## src/rtl/regfile_mp_pkg.sv

```systemverilog
// Shared constants and types for the multi-port register file with a busy scoreboard.
package regfile_mp_pkg;

  localparam int XLEN       = 32;
  localparam int REG_CNT    = 32;
  localparam int REG_AWIDTH = $clog2(REG_CNT);

  typedef logic [REG_AWIDTH-1:0] reg_addr_t;

endpackage

```

## src/rtl/regfile_mp_if.sv

```systemverilog
// Read, write and scoreboard bus between issue/decode/writeback (master) and the register file (slave).
interface regfile_mp_if
  import regfile_mp_pkg::*;
#(
  parameter int DWIDTH = XLEN,
  parameter int NRD    = 2,
  parameter int NWR    = 2
);

  reg_addr_t [NRD-1:0]             raddr;
  logic      [NRD-1:0][DWIDTH-1:0] rdata;
  logic      [NRD-1:0]             rhazard;
  logic      [NWR-1:0]             we;
  reg_addr_t [NWR-1:0]             waddr;
  logic      [NWR-1:0][DWIDTH-1:0] wdata;
  logic                            set_en;
  reg_addr_t                       set_addr;
  logic                            busy_any;

  modport master (
    output raddr, we, waddr, wdata, set_en, set_addr,
    input  rdata, rhazard, busy_any
  );

  modport slave (
    input  raddr, we, waddr, wdata, set_en, set_addr,
    output rdata, rhazard, busy_any
  );

endinterface

```

## src/rtl/regfile_mp_wr_arb.sv

```systemverilog
// Write arbiter: per register, decides whether any port writes it this cycle and which data wins
// (highest-index enabled port). x0 never receives a write.
module regfile_wr_arb
  import regfile_mp_pkg::*;
#(
  parameter int DWIDTH  = XLEN,
  parameter int REG_CNT = regfile_mp_pkg::REG_CNT,
  parameter int NWR     = 2
) (
  input  logic      [NWR-1:0]                 we,
  input  reg_addr_t [NWR-1:0]                 waddr,
  input  logic      [NWR-1:0][DWIDTH-1:0]     wdata,
  output logic      [REG_CNT-1:0]             wr_en,
  output logic      [REG_CNT-1:0][DWIDTH-1:0] wr_data
);

  // NOTE: every output gets a default before the loops so no latch is inferred.
  always_comb begin
    wr_en   = '0;
    wr_data = '0;
    for (int r = 1; r < REG_CNT; r++) begin
      // Ascending scan: a later (higher-index) port overwrites an earlier match.
      for (int k = 0; k < NWR; k++) begin
        if (we[k] && (waddr[k] == reg_addr_t'(r))) begin
          wr_en[r]   = 1'b1;
          wr_data[r] = wdata[k];
        end
      end
    end
  end

endmodule

```

## src/rtl/regfile_mp.sv

```systemverilog
// Multi-port integer register file with x0 tied to zero and a per-register busy scoreboard.
// Optional macro REGFILE_BYPASS_EN makes reads write-first against same-cycle writes.
module regfile_mp
  import regfile_mp_pkg::*;
#(
  parameter int DWIDTH  = XLEN,
  parameter int REG_CNT = regfile_mp_pkg::REG_CNT,
  parameter int NRD     = 2,
  parameter int NWR     = 2
) (
  input logic         clk,
  input logic         rst_n,
  regfile_mp_if.slave bus
);

  localparam int AWIDTH = REG_AWIDTH;

  logic [REG_CNT-1:0][DWIDTH-1:0] regs_q;
  logic [REG_CNT-1:0]             busy_q;
  logic [REG_CNT-1:0]             busy_d;
  logic                           busy_any_q;
  logic [REG_CNT-1:0]             wr_en;
  logic [REG_CNT-1:0][DWIDTH-1:0] wr_data;

  regfile_wr_arb #(
    .DWIDTH  (DWIDTH),
    .REG_CNT (REG_CNT),
    .NWR     (NWR)
  ) u_wr_arb (
    .we      (bus.we),
    .waddr   (bus.waddr),
    .wdata   (bus.wdata),
    .wr_en   (wr_en),
    .wr_data (wr_data)
  );

  // A write clears busy; a same-cycle set to the same register takes precedence.
  always_comb begin
    busy_d = busy_q & ~wr_en;
    if (bus.set_en && (bus.set_addr != '0) && (int'(bus.set_addr) < REG_CNT)) begin
      busy_d[bus.set_addr] = 1'b1;
    end
    busy_d[0] = 1'b0;
  end

  // NOTE: the register array is reset explicitly because x-free reads after reset are required;
  // entry 0 is never written, so it stays a constant zero.
  always_ff @(posedge clk) begin
    if (!rst_n) begin
      regs_q     <= '0;
      busy_q     <= '0;
      busy_any_q <= 1'b0;
    end else begin
      for (int r = 1; r < REG_CNT; r++) begin
        if (wr_en[r]) regs_q[r] <= wr_data[r];
      end
      busy_q     <= busy_d;
      busy_any_q <= |busy_d;
    end
  end

  always_comb begin
    bus.rdata   = '0;
    bus.rhazard = '0;
    for (int p = 0; p < NRD; p++) begin
      logic [AWIDTH-1:0] a;
      a = bus.raddr[p];
      if ((a != '0) && (int'(a) < REG_CNT)) begin
`ifdef REGFILE_BYPASS_EN
        bus.rdata[p] = wr_en[a] ? wr_data[a] : regs_q[a];
`else
        bus.rdata[p] = regs_q[a];
`endif
        bus.rhazard[p] = busy_q[a] && !wr_en[a];
      end
    end
  end

  assign bus.busy_any = busy_any_q;

endmodule

```

## src/flat_wrapper.sv

```systemverilog
// flat-port wrapper written by rule: the top's interface ports become plain ports
module regfile_mp_flat import regfile_mp_pkg::*;
#(
  parameter int DWIDTH  = XLEN,
  parameter int REG_CNT = regfile_mp_pkg::REG_CNT,
  parameter int NRD     = 2,
  parameter int NWR     = 2
)
  (clk, rst_n, bus_raddr, bus_we, bus_waddr, bus_wdata, bus_set_en, bus_set_addr, bus_rdata, bus_rhazard, bus_busy_any);
  regfile_mp_if #(.DWIDTH(DWIDTH), .NRD(NRD), .NWR(NWR)) bus_i ();
  input logic clk;
  input logic rst_n;
  input wire logic [$bits(bus_i.raddr)-1:0] bus_raddr;
  input wire logic [$bits(bus_i.we)-1:0] bus_we;
  input wire logic [$bits(bus_i.waddr)-1:0] bus_waddr;
  input wire logic [$bits(bus_i.wdata)-1:0] bus_wdata;
  input wire logic [$bits(bus_i.set_en)-1:0] bus_set_en;
  input wire logic [$bits(bus_i.set_addr)-1:0] bus_set_addr;
  output wire logic [$bits(bus_i.rdata)-1:0] bus_rdata;
  output wire logic [$bits(bus_i.rhazard)-1:0] bus_rhazard;
  output wire logic [$bits(bus_i.busy_any)-1:0] bus_busy_any;
  assign bus_i.raddr = bus_raddr;
  assign bus_i.we = bus_we;
  assign bus_i.waddr = bus_waddr;
  assign bus_i.wdata = bus_wdata;
  assign bus_i.set_en = bus_set_en;
  assign bus_i.set_addr = bus_set_addr;
  assign bus_rdata = bus_i.rdata;
  assign bus_rhazard = bus_i.rhazard;
  assign bus_busy_any = bus_i.busy_any;
  regfile_mp #(.DWIDTH(DWIDTH), .REG_CNT(REG_CNT), .NRD(NRD), .NWR(NWR)) u_core (.clk(clk), .rst_n(rst_n), .bus(bus_i));
endmodule
```

## config.mk

```make
export PLATFORM = sky130hd
export DESIGN_NAME = regfile_mp_flat
export DESIGN_NICKNAME = d
export VERILOG_FILES = /design/src/rtl/regfile_mp_pkg.sv /design/src/rtl/regfile_mp_if.sv /design/src/rtl/regfile_mp_wr_arb.sv /design/src/rtl/regfile_mp.sv /design/src/flat_wrapper.sv
export SDC_FILE = /design/constraint.sdc
export NUM_CORES = 2
export LEC_CHECK = 0
export BUFFER_PORTS_ARGS = -buffer_cell sky130_fd_sc_hd__buf_2
export CORE_UTILIZATION = 45
export CTS_BUF_LIST = sky130_fd_sc_hd__clkbuf_8 sky130_fd_sc_hd__clkbuf_16
export CTS_CLUSTER_DIAMETER = 50
export DETAILED_ROUTE_END_ITERATION = 6
export PLACE_DENSITY = 0.64
export SLEW_MARGIN = 20
export SYNTH_ARGS = -nofsm -noshare
export SYNTH_HDL_FRONTEND = slang
export SYNTH_SLANG_ARGS = --single-unit
```

## constraint.sdc

```tcl
create_clock -name clk -period 5.54 [get_ports clk]
set_input_delay 0.277 -clock clk [delete_from_list [all_inputs] [get_ports clk]]
set_output_delay 0.277 -clock clk [all_outputs]
set_load 0.005 [all_outputs]
```

After elaboration in Yosys (flattened, before gate mapping)
Cells that the tools add are included.
{"block": "classes", "magnitude_cmp": 4, "eq_ne": 62, "n_mux": 143, "n_bitwise": 3, "reduce_logical": 72}
{"operator": "$mux 32", "n": 67}
{"operator": "$bmux 32 s5", "n": 2}
{"operator": "$eq 5x5->1 const B", "n": 32}
{"operator": "$eq 5x4->1 const B", "n": 16}
{"operator": "$mux 1", "n": 69}
{"operator": "$logic_and 1x1->1", "n": 66}
{"operator": "$eq 5x3->1 const B", "n": 8}
{"operator": "$and 32x32->32", "n": 1}
{"operator": "$not 32->32", "n": 1}
{"operator": "$or 32x32->32", "n": 1}
{"operator": "$reduce_or 31->1", "n": 1}
{"operator": "$bmux 1 s5", "n": 4}
{"operator": "$eq 5x2->1 const B", "n": 4}
{"operator": "$lt 5x6->1 const B", "n": 3}
{"operator": "$reduce_bool 5->1", "n": 3}
{"operator": "$eq 5x1->1 const B", "n": 2}
{"operator": "$demux 1 s5", "n": 1}
{"operator": "$ge 5x1->1 const B", "n": 1}
{"operator": "$logic_not 1->1", "n": 2}
{"block": "totals", "ff_bits": 1025, "out_inout_bits": 67, "word_cells": 318}

Logic depth before layout (Yosys ltp)
{"block": "depth", "depth_word": 9, "mapped_depth": 9, "mapped_depth_nobuf": 6}

Cells and area by module
From an unflattened synthesis, not the netlist that was laid out.
{"block": "unflattened", "cells_unflattened": 7539, "hier_area_um2": 70443.8}
{"module": "regfile_mp", "n_inst": 1, "cells_per_inst": 4662, "area_each_um2": 52203.8, "seq_area_each_um2": 20499.7}
{"module": "regfile_wr_arb", "n_inst": 1, "cells_per_inst": 2877, "area_each_um2": 18240.0, "seq_area_each_um2": 0.0}

Least setup slack after synthesis
No wires, ideal clock.
{"block": "synth_timing", "kind": "in2out", "startpoint": "input port bus_raddr[6]", "endpoint": "output port bus_rdata[32]", "t_arrival_ps": 2124, "required_ps": 5263, "setup_slack_ps": 3139, "cell_stages": 6, "path_buffers": 3, "path_cell_list": "buf_2 clkbuf_1 clkbuf_1 mux4_2 mux4_2 mux2_2"}
{"block": "synth_between", "elab_chain_len": 3}
{"element": "start, declared", "line_no": "flat_wrapper.sv:13", "text": "input wire logic [$bits(bus_i.raddr)-1:0] bus_raddr;"}
{"element": "$bmux 32 s5", "line_no": "regfile_mp.sv:72", "text": "bus.rdata[p] = regs_q[a];"}
{"element": "$mux 32 (implied by the code)", "line_no": "regfile_mp.sv:72"}
{"element": "$mux 32 (*)", "line_no": "regfile_mp.sv:68", "text": "if ((a != '0) && (int'(a) < REG_CNT)) begin"}
{"element": "end, declared", "line_no": "flat_wrapper.sv:19", "text": "output wire logic [$bits(bus_i.rdata)-1:0] bus_rdata;"}
Every way passes the cells marked *; elsewhere a longest branch is shown, timed or not. The select of a mux whose other input is x is not followed.

Worst setup path in the final report
{"block": "layout_timing", "startpoint": "input port bus_waddr[7]", "endpoint": "output port bus_rhazard[1]"}
{"block": "layout_between", "elab_chain_len": 8}
{"element": "start, declared", "line_no": "flat_wrapper.sv:15", "text": "input wire logic [$bits(bus_i.waddr)-1:0] bus_waddr;"}
{"element": "$eq 5x1->1 (tied with other cells)", "line_no": "regfile_mp_wr_arb.sv:24", "text": "if (we[k] && (waddr[k] == reg_addr_t'(r))) begin"}
{"element": "$logic_and 1x1->1", "line_no": "regfile_mp_wr_arb.sv:24"}
{"element": "$mux 1", "line_no": "regfile_mp_wr_arb.sv:24"}
{"element": "$bmux 1 s5 (*)", "line_no": "regfile_mp.sv:74", "text": "bus.rhazard[p] = busy_q[a] && !wr_en[a];"}
{"element": "$mux 1 (implied by the code) (*)", "line_no": "regfile_mp.sv:74"}
{"element": "$logic_not 1->1 (*)", "line_no": "regfile_mp.sv:74"}
{"element": "$logic_and 1x1->1 (*)", "line_no": "regfile_mp.sv:74"}
{"element": "$mux 1 (*)", "line_no": "regfile_mp.sv:68"}
{"element": "end, declared", "line_no": "flat_wrapper.sv:20", "text": "output wire logic [$bits(bus_i.rhazard)-1:0] bus_rhazard;"}
Marked as above.

==> reports/qor.txt <==
Fillers - 12500
Worst-Margin Slew - 1.25 ns
Slew Viols, Final - 0
slowest stage delay, CP - 0.97 ns
Total Wirelength - 251000 um
global-route wire length before repair - 365000 um
I/O Buffers - 160
vias in the first global route - 52900
synthesized flop and latch total - 1024
area share of the largest cell type after synthesis - 32.6%
Final Setup Violations - 0
CP Max Fanout - 65
Hold WS - 0.0580 ns
Clk pin slew, worst setup/hold paths - 0.06 ns
Worst path slowest cell - o311ai_1
Static Leak - 25.8 nW
Hold Violations, Final - 0
Die ar. - 141000 um2
multi-input logic area - 39400 um2
Setup Crit Path Kind - input pin to output pin
Crit path buffers/inverters - 4
count of antenna-violating nets left after detailed routing - 0
clk sink count - 1024
Placed Cells - 7687
Max-Slew Margin vs Limit - 16.6%
# IOs - 161
cell accounting for the most synthesized area - dfxtp_1
DR vias/cell - 7.09
largest net degree at the start of global routing - 222
Peak VDD IR - 269 uV
Final HPWL DP - 139000 um
failing checks - DRC
worst clock skew - 0.00943 ns
top cells by area, synth - dfxtp_1, mux4_2, mux2i_1
Startpoint Class - input pin
status - finished, violations left
post-synthesis cell area - 63000 um2
die width - 376 um
max_cap viols - 0
post-layout net count - 6044
root buffer cell - clkbuf_16
Most used DFF post-synth - dfxtp_1
delay-heaviest family, CP - buffers and inverters
row count - 136
GRT overflow - 0
Reg area - 20500 um2
clock buffer depth - 3
Post-Layout Cell Count - 7916
Hold Crit Class - input pin to flip-flop
syn avg cell area - 9.77 um2
Post-Syn Instances - 6441
leading cell type in the layout, fill and taps excluded - dfxtp_1
Seq/Total Area, Yosys - 32.6%
drt first-iter violations - 8882
CTS H-Tree Depth - 3
TNS Setup - 0 ns
Worst Path Required - 5.26 ns
fraction of registers with async set/reset - 0%
total number of vias - 56100
Post-synth EDFFs - 0
Power Total - 0.0178 W
Area growth syn-to-layout - 8.41%
Tmin final - 4.21 ns
DIE HEIGHT - 376 um
CP Capture Type - output pin
Post-Place Setup Slack - 1.54 ns
DR WL/cell - 31.8 um
Core ar. - 138000 um2
CTS tree - yes
Clk Latency, worst-skew pair - 0.75 ns
DRC - 3
syn_nets - 6535
RSZ-0062 raised after global routing - false
Cell Chain, Critical Path - buf_2 -> and2_1 -> nand2_4 -> buf_4 -> nand2_1 -> mux4_2 -> o211a_1 -> o311ai_1 -> buf_4 -> buf_2
CTS buffer count - 121
Synth warnings - 0
share of cells above drive strength 1 - 19.5%
1st-pass router iterations - 7
Initial Util - 45.6%
max frequency - 0.237 GHz
post-synthesis cell type count - 67
worst path arrival time - 3.94 ns
pwr dens - 261 nW/um2
Total GRT Usage - 34.6%
Tcrit/Tclk final - 76.1%
routability cong. - 0.899
initial antenna violation count - 36
Final WS setup - 1.33 ns
most frequent cells in the layout - dfxtp_1, nor2_1, mux2i_1
==> area by class of cell <==
class                      instances  share of cell area (%)
inverter                          11                  0.0715
antenna                           12                  0.0440
multi-input combinational       4528                    57.7
timing repair buffer             264                    2.76
clock inverter                    76                    1.15
sequential                      1024                    30.0
clock buffer                     138                    4.81
tap                             1863                    3.42
==> where the power goes <==
part / total (W) / internal (W) / switching, W
clock network: 0.00829 / 0.00479 / 0.00350
logic: 0.00193 / 0.000635 / 0.00129
registers: 0.00762 / 0.00751 / 0.000111
total: 0.0178 / 0.0129 / 0.00491
==> what timing repair did <==
action	CTS	global route
buffers inserted	0	0
endpoints found under the hold margin	7	0
gates resized for setup	0	0
hold buffers	2	0
==> per-stage QoR <==
| stage | instance area (um2) | util (%) |
|---|---|---|
| after floorplan | 63000 | - |
| after global placement | 64100 | 46.4 |
| after detailed placement | 64100 | 46.4 |
| after CTS | 68200 | 49.3 |
| after global routing | 68200 | 49.4 |
| final | 68200 | 49.4 |
==> layer usage <==
metal	GRT usage, %	routed length [um]	share of wire (%)
met1	46.4	96700	38
met2	50.1	106000	42
met3	10.4	33900	13
met4	18.3	14100	5.6
met5	0	223	0.089
==> worst paths after layout <==
| kind | slack (ns) | endpoint | cells after the start | from |
|---|---|---|---|---|
| setup / recovery | 1.33 | bus_rhazard[1] | 10 | bus_waddr[7] |
| hold / removal | 0.06 | u_core.bus.busy_any | 4 | bus_set_en |
| setup reg to reg | 3.89 | u_core.bus.busy_any | 6 | u_core.busy_q[3] |
| hold reg to reg | 0.50 | u_core.regs_q[873] | 2 | u_core.regs_q[873] |
==> worst register-to-register path, stage by stage, from the launching register on <==
cell and delay (ns):
dfxtp_1 0.34, inv_1 0.07, a221o_1 0.18, nand4_1 0.17
nor3_1 0.39, nand4_1 0.14, o31a_1 0.25
==> cells in the mapped netlist, types with 9 or more instances <==
cell type     n
and2_1       11
o211a_1     104
nor2b_1       9
nand3_1     289
a211oi_1    694
buf_2       120
a22oi_1      13
clkbuf_1    641
a311oi_1    203
a21oi_1      17
mux2_2       34
dfxtp_1    1024
mux4_2      599
inv_1         9
nor2_1     1025
nand2_1     484
mux2i_1     768
o21ai_0     136
buf_4        28
o22ai_1      14
buf_1        87
a32oi_1      10
==> sequential cells by signal, indices dropped and copies added, names as in the netlist <==
register             count
u_core.bus.busy_any      1
u_core.regs_q          992
u_core.busy_q           31
==> kinds of logic after synthesis <==
logic type / share of synthesized area, %
flops: 32.6
xor+xnor: 0.0139
mux: 34.2
simple gates: 12.4
compound gates: 15.1
buf+inv: 5.73
No activity file was read; power rests on OpenSTA's default activity.
